`config.mk`:
```
export PLATFORM = sky130hd
export DESIGN_NAME = conf_int_mac_no_ff_arch_agnos_wrapper
export DESIGN_NICKNAME = d
export VERILOG_FILES = /design/src/rtl/conf_int_mac_pkg.sv /design/src/rtl/conf_int_mac_core.sv /design/src/rtl/conf_int_mac_no_ff_arch_agnos_wrapper.sv
export SDC_FILE = /design/constraint.sdc
export NUM_CORES = 1
export LEC_CHECK = 0
export BUFFER_PORTS_ARGS = -buffer_cell sky130_fd_sc_hd__buf_2
export CAP_MARGIN = 10
export CORE_ASPECT_RATIO = 0.8
export CORE_MARGIN = 1
export CORE_UTILIZATION = 45
export DETAILED_ROUTE_END_ITERATION = 8
export GPL_ROUTABILITY_DRIVEN = 1
export GPL_TIMING_DRIVEN = 0
export PLACE_DENSITY = 0.64
export SYNTH_ARGS = -nofsm -noshare
export SYNTH_HDL_FRONTEND = slang
export SYNTH_SLANG_ARGS = --single-unit
```
`constraint.sdc`:
```
create_clock -name clk -period 8.8 [get_ports clk]
set_clock_uncertainty 0.2 [all_clocks]
set_input_delay 2.2 -clock clk [delete_from_list [all_inputs] [get_ports clk]]
set_output_delay 2.2 -clock clk [all_outputs]
set_load 0.02 [all_outputs]
```
`src/rtl/conf_int_mac_pkg.sv`:
```
// Shared widths, truncation mask and saturation limits for the configurable-precision MAC.
// Saturating accumulation is selected with the CONF_INT_MAC_SATURATE_EN macro.
package conf_int_mac_pkg;

    localparam int DEF_OP_BITWIDTH        = 32;
    localparam int DEF_DATA_PATH_BITWIDTH = 32;
    localparam int MAX_BITWIDTH           = 64;

    typedef logic [MAX_BITWIDTH-1:0] wide_t;

    // Keeps the top dp bits of an op-bit operand, clears the dropped low bits.
    function automatic wide_t trunc_mask(input int op, input int dp);
        wide_t m;
        m = '0;
        for (int i = 0; i < MAX_BITWIDTH; i++) begin
            if ((i < op) && (i >= (op - dp))) begin
                m[i] = 1'b1;
            end else begin
                m[i] = 1'b0;
            end
        end
        return m;
    endfunction

    function automatic wide_t sat_max(input int op);
        wide_t m;
        m = '0;
        for (int i = 0; i < MAX_BITWIDTH; i++) begin
            if (i < (op - 1)) begin
                m[i] = 1'b1;
            end else begin
                m[i] = 1'b0;
            end
        end
        return m;
    endfunction

    function automatic wide_t sat_min(input int op);
        wide_t m;
        m = '0;
        for (int i = 0; i < MAX_BITWIDTH; i++) begin
            if (i == (op - 1)) begin
                m[i] = 1'b1;
            end else begin
                m[i] = 1'b0;
            end
        end
        return m;
    endfunction

    localparam wide_t DEF_SAT_MAX = sat_max(DEF_OP_BITWIDTH);
    localparam wide_t DEF_SAT_MIN = sat_min(DEF_OP_BITWIDTH);

endpackage

```
`src/rtl/conf_int_mac_core.sv`:
```
// Register-free MAC datapath: operand truncation, product, accumulate.
// CONF_INT_MAC_SATURATE_EN selects a clamped accumulate instead of modulo wrap.
module conf_int_mac_core
    import conf_int_mac_pkg::*;
#(
    parameter int OP_BITWIDTH        = DEF_OP_BITWIDTH,
    parameter int DATA_PATH_BITWIDTH = DEF_DATA_PATH_BITWIDTH
) (
    input  logic [OP_BITWIDTH-1:0] a_r,
    input  logic [OP_BITWIDTH-1:0] b_r,
    input  logic [OP_BITWIDTH-1:0] acc,
    output logic [OP_BITWIDTH-1:0] acc_next
);

    localparam wide_t                 MASK_WIDE = trunc_mask(OP_BITWIDTH, DATA_PATH_BITWIDTH);
    localparam logic [OP_BITWIDTH-1:0] MASK     = MASK_WIDE[OP_BITWIDTH-1:0];

    logic [OP_BITWIDTH-1:0] a_t_s;
    logic [OP_BITWIDTH-1:0] b_t_s;
    logic [OP_BITWIDTH-1:0] p_s;

    assign a_t_s = a_r & MASK;
    assign b_t_s = b_r & MASK;

    // The low OP_BITWIDTH bits of a two's-complement product do not depend on signedness.
    assign p_s = a_t_s * b_t_s;

`ifdef CONF_INT_MAC_SATURATE_EN
    localparam wide_t                 SAT_MAX_WIDE = sat_max(OP_BITWIDTH);
    localparam wide_t                 SAT_MIN_WIDE = sat_min(OP_BITWIDTH);
    localparam logic [OP_BITWIDTH-1:0] SAT_MAX     = SAT_MAX_WIDE[OP_BITWIDTH-1:0];
    localparam logic [OP_BITWIDTH-1:0] SAT_MIN     = SAT_MIN_WIDE[OP_BITWIDTH-1:0];

    logic [OP_BITWIDTH:0] sum_ext_s;

    assign sum_ext_s = {acc[OP_BITWIDTH-1], acc} + {p_s[OP_BITWIDTH-1], p_s};

    // Clamp when the extra sign bit disagrees with the result sign (signed overflow).
    always_comb begin
        acc_next = sum_ext_s[OP_BITWIDTH-1:0];
        if (sum_ext_s[OP_BITWIDTH] != sum_ext_s[OP_BITWIDTH-1]) begin
            if (sum_ext_s[OP_BITWIDTH]) begin
                acc_next = SAT_MIN;
            end else begin
                acc_next = SAT_MAX;
            end
        end else begin
            acc_next = sum_ext_s[OP_BITWIDTH-1:0];
        end
    end
`else
    // Modulo 2^OP_BITWIDTH accumulate.
    always_comb begin
        acc_next = acc + p_s;
    end
`endif

endmodule

```
`src/rtl/conf_int_mac_no_ff_arch_agnos_wrapper.sv`:
```
// Register wrapper around the combinational MAC core: operand and accumulator registers.
// Build option CONF_INT_MAC_SATURATE_EN (handled in the core) changes wrap to saturation.
module conf_int_mac_no_ff_arch_agnos_wrapper
    import conf_int_mac_pkg::*;
#(
    parameter int OP_BITWIDTH        = DEF_OP_BITWIDTH,
    parameter int DATA_PATH_BITWIDTH = DEF_DATA_PATH_BITWIDTH
) (
    input  logic                   clk,
    input  logic                   rst,
    input  logic [OP_BITWIDTH-1:0] a,
    input  logic [OP_BITWIDTH-1:0] b,
    output logic [OP_BITWIDTH-1:0] d
);

    if ((DATA_PATH_BITWIDTH > OP_BITWIDTH) || (DATA_PATH_BITWIDTH < 1) ||
        (OP_BITWIDTH > MAX_BITWIDTH)) begin : g_bad_param
        $error("conf_int_mac: illegal OP_BITWIDTH/DATA_PATH_BITWIDTH combination");
    end

    logic [OP_BITWIDTH-1:0] a_r;
    logic [OP_BITWIDTH-1:0] b_r;
    logic [OP_BITWIDTH-1:0] acc_r;
    logic [OP_BITWIDTH-1:0] acc_next_s;

    conf_int_mac_core #(
        .OP_BITWIDTH        (OP_BITWIDTH),
        .DATA_PATH_BITWIDTH (DATA_PATH_BITWIDTH)
    ) u_core (
        .a_r      (a_r),
        .b_r      (b_r),
        .acc      (acc_r),
        .acc_next (acc_next_s)
    );

    // Operand capture and accumulation, every cycle, cleared asynchronously.
    always_ff @(posedge clk or posedge rst) begin
        if (rst) begin
            a_r   <= '0;
            b_r   <= '0;
            acc_r <= '0;
        end else begin
            a_r   <= a;
            b_r   <= b;
            acc_r <= acc_next_s;
        end
    end

    assign d = acc_r;

endmodule

```
==> results of run 1 <==
-- what timing repair did --
item                       in CTS  in global routing
hold endpoints to repair        0                  0
setup endpoints to repair       2                  5
gates resized for setup         2                 30
-- metal layers --
metal | track usage, % | vias to the layer above | wire, um
met5 | 0 | - | 12
met4 | 7.87 | 2 | 1380
met3 | 7.69 | 64 | 5980
met2 | 40.6 | 595 | 25100
met1 | 42.2 | 6942 | 25600
li1 | - | 5759 | -
-- layout make-up --
type                    count  area (um^2)  area share [%]
clock buffers               9          225            1.09
well taps                 552          691            3.33
diodes                      1         2.50          0.0121
repair buffers             98          513            2.48
plain buffers              77          312            1.50
clock inverters             7         95.1           0.459
flip-flops and latches     96         2400            11.6
multi-input cells        1290        14700            70.8
inverters                 481         1810            8.73
-- cells in the mapped netlist, types with 3 or more instances --
cell        n  area, um^2
nor2_1     11        41.3
a21o_1      8        60.1
nand2b_1    3        18.8
clkbuf_1   82         308
and3_1      4        25.0
nand3_1     7        35.0
a211oi_1    3        22.5
nor3_1      3        15.0
dfrtp_1    96        2400
inv_1     481        1810
xor2_1     18         158
nand2_1   176         661
a21oi_1    28         140
fa_1      438        8770
o21ai_0     7        35.0
xnor2_1    69         604
and2_1    365        2280
ha_1      124        1550
-- layout by cell type (no fill, tap or decap), drive strengths merged, types with 2 or more instances in the layout --
| master | count |
|---|---|
| a211oi | 5 |
| a21o | 8 |
| a21oi | 28 |
| and2 | 365 |
| and3 | 4 |
| buf | 98 |
| clkbuf | 85 |
| dfrtp | 96 |
| fa | 438 |
| ha | 124 |
| inv | 486 |
| mux2i | 2 |
| nand2 | 176 |
| nand2b | 3 |
| nand3 | 7 |
| nand4 | 2 |
| nor2 | 11 |
| nor3 | 3 |
| nor4 | 2 |
| o211ai | 2 |
| o21a | 2 |
| o21ai | 7 |
| o21bai | 2 |
| or3 | 2 |
| xnor2 | 69 |
| xor2 | 18 |
-- flip-flops by register name (all words and copies together) (netlist names) --
signal	flops
a_r	32
b_r	32
d	32
-- per-stage QoR --
| stage | worst slack (ns) | utilization (%) |
|---|---|---|
| floorplan | 1.50 | - |
| global placement | 0.00865 | 48.6 |
| detailed placement | -0.0727 | 48.6 |
| CTS | 0.0202 | 49.4 |
| global route | 0.000196 | 49.4 |
| finish | 0.263 | 49.4 |
-- cells by family after synthesis --
family	share of synthesized area [%]
xor+xnor	3.97
fa+ha+maj	53.8
simple gates	16.3
buf+inv	11.0
flops	12.5
compound gates	2.30
mux	0.104
-- worst paths after layout --
path,start,slack (ns),cells past startpoint,to
min,d[0],0.32,1,d[0]
min reg2reg,d[0],0.32,1,d[0]
max in group asynchronous,rst,5.99,3,a_r[9]
max reg2reg,a_r[7],0.26,26,d[31]
min in group asynchronous,rst,1.70,2,d[2]
max,a_r[7],0.26,26,d[31]
==> metrics.md, run 1 <==
| Metric | Value |
|---|---|
| RSZ-0062 raised after global routing | false |
| Max-Cap Viols | 0 |
| F_max | 117 MHz |
| Most used cell, CP | fa_1 |
| H-tree depth | 3 |
| Core area | 41900 um^2 |
| Fin area | 20700 um^2 |
| GRT overflow | 0 |
| CTS tree | done |
| Via/cell ratio | 5.12 |
| Initial cell density of the core | 45.8% |
| Setup_tns | 0 ns |
| CP startpoint kind | register |
| Final worst path period share | 97.0% |
| Clock sink count | 96 |
| Post-synthesis sequential area ratio | 12.5% |
| Final hold violations | 0 |
| HPWL Detailed | 47.3 mm |
| Num CTS Buffers | 9 |
| First-pass GRT wire length | 88.0 mm |
| Initial antenna violation count | 7 |
| FF+latch count, synth | 96 |
| Setup violators final | 0 |
| Pre-Repair DR Iteration Count | 5 |
| Fin cells | 2611 |
| Synthesized Nets | 2577 |
| Post-Place Cells | 2599 |
| DR iter-0 viols | 1159 |
| Largest net degree at the start of global routing | 50 |
| Post-synth EDFFs | 0 |
| Number of global-route vias before repair | 14300 |
| Hold_ws | 0.318 ns |
| Ys flop type | dfrtp_1 |
| Final Slew Violations | 0 |
| Largest delay share family, worst path | adder cells |
| Mapped Cells | 1949 |
| CP max stage cell | clkdlybuf4s15_1 |
| Hold-fix buffers at CTS | 0 |
| Synth warn | 0 |
| Slew margin rel. | 14.9% |
| Num rows | 67 |
| Die area | 43500 um^2 |
| Number of fill cells | 4003 |
| Minimum clock period | 8.54 ns |
| Status | complete, no violations |
| RD Place Congestion | 0.940 |
| Buffers plus inverters on the worst setup path | 8 |
| Critical path class | reg -> reg |
| Clk pin slew, worst setup/hold paths | 0.08 ns |
| Worst setup EP type | register |
| Mapped Avg Cell Area | 9.84 um^2 |
| Post-Synthesis Cell Area | 19200 um^2 |
| DRC | 0 |
| DRT Wirelength | 58.0 mm |
| GRT Util Overall | 28.4% |
| Worst Hold Class | reg -> reg |
| Synth cell types | 36 |
| Ports | 98 |
| Port Buffers | 97 |
| CTS Root Cell | clkbuf_16 |
| Worst EP required | 8.88 ns |
| Final antenna-violating net count | 0 |
| Fraction of layout instances using a drive strength above 1 | 6.61% |
| Post-CTS setup buffer count | 0 |
| Die Y | 187 um |
| Maximum clock path buffer count | 2 |
| Max FO, Critical Path | 10 |
| P&R area growth vs syn | 8.02% |
| CP peak stage delay | 0.81 ns |
| Asr flop ratio synth | 100% |
| Wire per inst | 22.2 um |
| Via count | 13400 |
| Nets | 2681 |
| Worst Tran Pin Value | 1.28 ns |
| Crit path arrival time | 8.62 ns |
| Clock latency on the worst-skew pair | 0.42 ns |
| Placed cell areas | 20400 um^2 |
| Chip width | 233 um |
Power of run 1 is left out: the tool's default activity adds up to more than one toggle a clock period on the data nets, which glitch-free logic cannot reach.
==> run 2, diff against run 1 <==
- BUFFER_PORTS_ARGS: -buffer_cell sky130_fd_sc_hd__buf_2 -> not set
- DONT_BUFFER_PORTS: not set -> 1
- PLACE_DENSITY: 0.64 -> 0.62
==> run 2 against run 1 <==
Compared with the run above: cell count fell by 3.7%; via count down 2.6%; sequential share of layout area increased by 0.28 points; fmax rose by 0.43%; critical path type unchanged; register-to-register slack better by 0.04 ns; die area stayed put; sequential cell count unchanged; wire length decreased by 0.66%; count of clock-buffer cells in the layout is the same; non-clock buffer count shrank 95; cell area shrank 2.3%.
==> metrics.md, run 2 (synthesis results as in run 1) <==
| Metric | Value |
|---|---|
| Final worst path period share | 96.6% (was 97.0%) |
| CP peak stage delay | 0.55 ns (was 0.81 ns) |
| Die Y | 187 um (unchanged) |
| P&R area growth vs syn | 5.52% (was 8.02%) |
| Worst EP required | 8.85 ns (was 8.88 ns) |
| Via count | 13000 (was 13400) |
| Max-Cap Viols | 0 (unchanged) |
| Chip width | 233 um (unchanged) |
| Buffers plus inverters on the worst setup path | 8 (unchanged) |
| Slew margin rel. | 16.4% (was 14.9%) |
| CTS Root Cell | clkbuf_16 (unchanged) |
| Diode count | 0 (was 1) |
| First-pass GRT wire length | 88.2 mm (was 88.0 mm) |
| Final antenna-violating net count | 0 (unchanged) |
| Number of global-route vias before repair | 14000 (was 14300) |
| Status | complete, no violations (unchanged) |
| Final hold violations | 0 (unchanged) |
| Post-Place Cells | 2502 (was 2599) |
| Fraction of layout instances using a drive strength above 1 | 1.99% (was 6.61%) |
| F_max | 118 MHz (was 117 MHz) |
| Maximum clock path buffer count | 2 (unchanged) |
| Ports | 98 (unchanged) |
| Clock sink count | 96 (unchanged) |
| Wire per inst | 22.9 um (was 22.2 um) |
| Crit path arrival time | 8.55 ns (was 8.62 ns) |
| Via/cell ratio | 5.17 (was 5.12) |
| CP startpoint kind | register (unchanged) |
| H-tree depth | 3 (unchanged) |
| Worst Tran Pin Value | 1.25 ns (was 1.28 ns) |
| Die area | 43500 um^2 (unchanged) |
| Initial cell density of the core | 45.8% (unchanged) |
| Setup slack after layout | 0.299 ns (was 0.263 ns) |
| Setup WS pre-CTS | 0.0178 ns (was -0.0727 ns) |
| GRT overflow | 0 (unchanged) |
| Clk pin slew, worst setup/hold paths | 0.08 ns (about the same) |
| Most frequent cells in the layout | 480 x inv_1, 438 x fa_1, 365 x and2_1 (unchanged) |
| Initial antenna violation count | 4 (was 7) |
| Pre-Repair DR Iteration Count | 7 (was 5) |
| Nets | 2586 (was 2681) |
| RSZ-0062 raised after global routing | false (unchanged) |
| HPWL Detailed | 46.9 mm (was 47.3 mm) |
| Largest delay share family, worst path | adder cells (unchanged) |
| Flop2flop setup slack | 0.30 ns (was 0.26 ns) |
| Minimum clock period | 8.50 ns (was 8.54 ns) |
| DRC | 0 (unchanged) |
| Setup_tns | 0 ns (unchanged) |
| Core area | 41900 um^2 (unchanged) |
| Setup violators final | 0 (unchanged) |
| Num rows | 67 (unchanged) |
| Final Slew Violations | 0 (unchanged) |
| Most used cell, CP | fa_1 (unchanged) |
| Worst Hold Class | reg -> reg (unchanged) |
| DRT Wirelength | 57.7 mm (was 58.0 mm) |
| CTS tree | done (unchanged) |
| Commonest non-fill, non-tap cell in the layout | inv_1 (unchanged) |
| DR iter-0 viols | 1045 (was 1159) |
| Max FO, Critical Path | 10 (unchanged) |
| Num CTS Buffers | 9 (unchanged) |
| Fin cells | 2515 (was 2611) |
| GRT Util Overall | 28.4% (about the same) |
| Largest net degree at the start of global routing | 63 (was 50) |
| Critical path class | reg -> reg (unchanged) |
| CP max stage cell | clkbuf_1 (was clkdlybuf4s15_1) |
| Clock latency on the worst-skew pair | 0.41 ns (was 0.42 ns) |
| Worst setup EP type | register (unchanged) |
| Port Buffers | 0 (was 97) |
| RD Place Congestion | 0.944 (was 0.940) |
## run 2: cell count changes in the layout (fill, tap and decap cells not counted), sizes merged
cell / delta
buf: -96
clkbuf: +1
diode: -1
## run 2: worst paths after layout
kind                            startpoint  endpoint  cells after the start
worst max-delay path               a_r[12]     d[30]                     27
worst min-delay path                  d[0]      d[0]                      1
worst max register to register     a_r[12]     d[30]                     27
worst min register to register        d[0]      d[0]                      1
max in group asynchronous              rst    a_r[6]                      2
min in group asynchronous              rst      d[5]                      1
## run 2: repair_timing
action	CTS	global route
hold buffers	0	0
gates cloned	0	0
setup buffers	0	0
resized for setup	1	33
endpoints found under the setup margin	2	5
## run 2: cell type report
type | instances | area (um^2)
Buffer | 79 | 319
Clock buffer | 9 | 225
Clock inverter | 7 | 95.1
Fill cell | 3995 | 21700
Inverter | 481 | 1810
Multi-Input combinational cell | 1290 | 14700
Sequential cell | 96 | 2400
Tap cell | 552 | 691
Timing Repair Buffer | 1 | 27.5
## run 2: worst reg2reg max path, delay by kind of cell (launching register included)
| kind | cells | cell delay (ns) |
|---|---|---|
| adder cells (fa/ha/maj) | 9 | 4.20 |
| AND/OR/NAND/NOR | 4 | 0.81 |
| multiplexers | 1 | 0.21 |
| flip-flops | 1 | 0.35 |
| buffers and inverters | 8 | 1.29 |
| AO/OA/AOI/OAI | 5 | 1.27 |
## run 2: per-stage QoR
step | area, um^2 | utilization, % | hold WS, ns
2_1_floorplan | 19200 | - | 0.425
6_report | 20200 | 48.3 | 0.482
4_1_cts | 20200 | 48.3 | 0.493
3_5_place_dp | 19900 | 47.5 | 0.475
5_1_grt | 20200 | 48.3 | 0.534
3_3_place_gp | 19900 | 47.4 | 0.448
## run 2: routing by layer
metal | GRT usage, % | share of wire [%]
met1 | 42.3 | 43
met2 | 40.4 | 43
met3 | 7.55 | 11
met4 | 8.35 | 3.1
met5 | 0 | 0
Power of run 2 is left out for the same reason.
==> run 3, diff against run 2 <==
- ABC_AREA: not set -> 1
- CTS_BUF_LIST: not set -> sky130_fd_sc_hd__clkbuf_16
- MAX_ROUTING_LAYER: not set -> met4
==> run 3 against run 2 <==
Compared with the run above: synthesized area up 6.7%; critical endpoint is now d[28]; die area up 6.7%; fmax up 0.36%; setup slack better by 0.031 ns; wire length up 8.3%.
==> metrics.md, run 3 <==
| Metric | Value |
|---|---|
| Most frequent cells in the layout | 911 x inv_1, 687 x nand2_1, 438 x fa_1 (was 480 x inv_1, 438 x fa_1, 365 x and2_1) |
| Clock latency on the worst-skew pair | 0.42 ns (was 0.41 ns) |
| Worst Reg2Reg Path Length in Cells | 25 (was 27) |
| Minimum clock period | 8.47 ns (was 8.50 ns) |
| Core area | 44600 um^2 (was 41900 um^2) |
| Hold-fix buffers at CTS | 0 (unchanged) |
| PostCTS Resize Cnt | 0 (was 1) |
| Mapped Avg Cell Area | 7.98 um^2 (was 9.84 um^2) |
| Initial cell density of the core | 45.9% (was 45.8%) |
| Final Slew Violations | 0 (unchanged) |
| Yosys top cell area share | 42.8% (was 45.7%) |
| Setup violators final | 0 (unchanged) |
| RD Place Congestion | 1.02 (was 0.944) |
| Post-synth EDFFs | 0 (unchanged) |
| Main combinational cell family by area after synthesis | adder cells (unchanged) |
| Synthesized Nets | 3192 (was 2577) |
| Final antenna-violating net count | 0 (unchanged) |
| Max-Cap Viols | 0 (unchanged) |
| Post-Synthesis Cell Area | 20500 um^2 (was 19200 um^2) |
| HPWL Detailed | 52.1 mm (was 46.9 mm) |
| Final hold violations | 0 (unchanged) |
| Chip width | 240 um (was 233 um) |
| CTS tree | done (unchanged) |
| Largest net degree at the start of global routing | 64 (was 63) |
| Slew margin rel. | 14.2% (was 16.4%) |
| Ports | 98 (unchanged) |
| Worst Tran Pin Value | 1.29 ns (was 1.25 ns) |
| Maximum clock path buffer count | 2 (unchanged) |
| Register area | 2400 um^2 (unchanged) |
| Flop2flop setup slack | 0.33 ns (was 0.30 ns) |
| DRC | 0 (unchanged) |
| Fraction of layout instances using a drive strength above 1 | 2.83% (was 1.99%) |
| RR Startpoint | a_r[3] (was a_r[12]) |
| Top post-synthesis cells by area | fa_1 43%, inv_1 17%, nand2_1 13%, dfrtp_1 12%, ha_1 7.6% (was fa_1 46%, dfrtp_1 13%, and2_1 12%, inv_1 9.4%, ha_1 8.1%) |
| Ys flop type | dfrtp_1 (unchanged) |
| DRT Wirelength | 62.5 mm (was 57.7 mm) |
| Number of fill cells | 4445 (was 3995) |
| F_max | 118 MHz (about the same) |
| RSZ-0062 raised after global routing | false (unchanged) |
| Via/cell ratio | 4.89 (was 5.17) |
| H-tree depth | 3 (unchanged) |
| Final worst path period share | 96.2% (was 96.6%) |
| Worst setup EP type | register (unchanged) |
| Clk pin slew, worst setup/hold paths | 0.09 ns (was 0.08 ns) |
| GRT overflow | 0 (unchanged) |
| Post-CTS setup buffer count | 0 (unchanged) |
| GRT Util Overall | 29.8% (was 28.4%) |
| Num CTS Buffers | 9 (unchanged) |
| Worst EP required | 8.90 ns (was 8.85 ns) |
| Mapped Cells | 2564 (was 1949) |
| Crit path arrival time | 8.57 ns (was 8.55 ns) |
| P&R area growth vs syn | 5.42% (was 5.52%) |
| Commonest non-fill, non-tap cell in the layout | inv_1 (unchanged) |
| Most common cell in the netlist | inv_1 (unchanged) |
| Pre-Repair DR Iteration Count | 7 (unchanged) |
| Clock sink count | 96 (unchanged) |
| Die Y | 193 um (was 187 um) |
| Synth top cells by count | 912 x inv_1, 687 x nand2_1, 438 x fa_1, 124 x ha_1, 96 x dfrtp_1 (was 481 x inv_1, 438 x fa_1, 365 x and2_1, 176 x nand2_1, 124 x ha_1) |
| Min-Delay Endpoint | d[0] (unchanged) |
| Leading area contributor after synthesis | fa_1 (unchanged) |
| Mux cell area share after synthesis | 0% (was 0.104%) |
| Simple-Gate Fraction of Synth Area | 15.0% (was 16.3%) |
| Worst R2R End | d[28] (was d[30]) |
| Max FO, Critical Path | 10 (unchanged) |
| Number of global-route vias before repair | 16100 (was 14000) |
| Post-synthesis sequential area ratio | 11.7% (was 12.5%) |
| Asr flop ratio synth | 100% (unchanged) |
| Diode count | 0 (unchanged) |
| Post-Synth XOR/XNOR Area | 1.88% (was 3.97%) |
| Worst Hold Class | reg -> reg (unchanged) |
| Port Buffers | 0 (unchanged) |
| Post-Synth Adder-Cell Area | 50.4% (was 53.8%) |
| Compound-Gate Fraction of Synth Area | 2.01% (was 2.30%) |
| Synth warn | 0 (unchanged) |
| CP startpoint kind | register (unchanged) |
| FF+latch count, synth | 96 (unchanged) |
| Initial antenna violation count | 0 (was 4) |
| Num rows | 69 (was 67) |
| Nets | 3204 (was 2586) |
| Setup slack after layout | 0.330 ns (was 0.299 ns) |
| Hold depth | 1 (unchanged) |
| Area of the multi-input gates | 14200 um^2 (was 14700 um^2) |
| Setup WS pre-CTS | 0.523 ns (was 0.0178 ns) |
| Status | complete, no violations (unchanged) |
| Die area | 46400 um^2 (was 43500 um^2) |
| DR iter-0 viols | 1318 (was 1045) |
| Wire per inst | 19.6 um (was 22.9 um) |
| First-pass GRT wire length | 95.4 mm (was 88.2 mm) |
| Setup_tns | 0 ns (unchanged) |
| Via count | 15600 (was 13000) |
| CTS Root Cell | clkbuf_16 (unchanged) |
| Hold Path Origin | d[0] (unchanged) |
| Synth cell types | 39 (was 36) |
| Critical path class | reg -> reg (unchanged) |
==> run 3: logic make-up (layout without fill, tap and decap cells) <==
family          Yosys count  after routing
buf+inv                1022           1039
simple gates            773            773
fa+ha+maj               562            562
flops                    96             96
compound gates           67             67
xor+xnor                 44             44
==> run 3: how the worst max path moves through the flow <==
stage                 from    end  slack (ns)
finish              a_r[3]  d[28]        0.33
global route        b_r[3]  d[30]        0.15
CTS                 b_r[3]  d[28]        0.49
detailed placement  b_r[3]  d[28]        0.52
global placement    a_r[3]  d[28]        0.51
floorplan           b_r[3]  d[30]        2.03
==> run 3: worst max-delay path, cell delays in order, from the launching register on <==
cell	delay, ns
dfrtp_1	0.35
clkbuf_1	0.74
buf_1	1.02
nand2_1	0.16
fa_1	0.41
inv_1	0.08
fa_1	0.42
inv_1	0.08
fa_1	0.43
fa_1	0.52
inv_1	0.04
ha_1	0.29
fa_1	0.46
fa_1	0.51
inv_1	0.05
fa_1	0.47
inv_1	0.05
ha_1	0.50
nand2_1	0.17
nor4_2	0.53
nand2_1	0.13
o211ai_2	0.25
nand2_1	0.08
nand2_1	0.16
a21oi_1	0.11
xor2_1	0.16
==> run 3: cell type report <==
| type | count | area share [%] |
|---|---|---|
| multi-input cells | 1446 | 65.7 |
| inverters | 919 | 16.0 |
| flip-flops and latches | 96 | 11.1 |
| well taps | 603 | 3.50 |
| plain buffers | 103 | 2.05 |
| clock buffers | 9 | 1.04 |
| clock inverters | 7 | 0.458 |
| repair buffers | 1 | 0.128 |
==> run 3: routing by layer <==
| metal | wire [um] | share of wire (%) | up-vias | GRT usage (%) |
|---|---|---|---|---|
| met5 | 0 | 0 | - | - |
| met4 | 2130 | 3.4 | 0 | 10.5 |
| met3 | 6840 | 11 | 85 | 7.38 |
| met2 | 26500 | 42 | 719 | 42.3 |
| met1 | 27000 | 43 | 7770 | 41.3 |
| li1 | - | - | 6981 | - |
==> run 3: metrics by stage <==
stage          utilization (%)  hold WS (ns)  cells  cell area [um^2]
6_report                  48.3         0.476   3184             21600
5_1_grt                   48.3         0.515   3184             21600
4_1_cts                   48.3         0.482   3184             21600
3_5_place_dp              47.6         0.459   3168             21300
3_3_place_gp              47.6         0.456   3167             21200
2_1_floorplan                -         0.402   2564             20500
Power of run 3 is left out for the same reason.
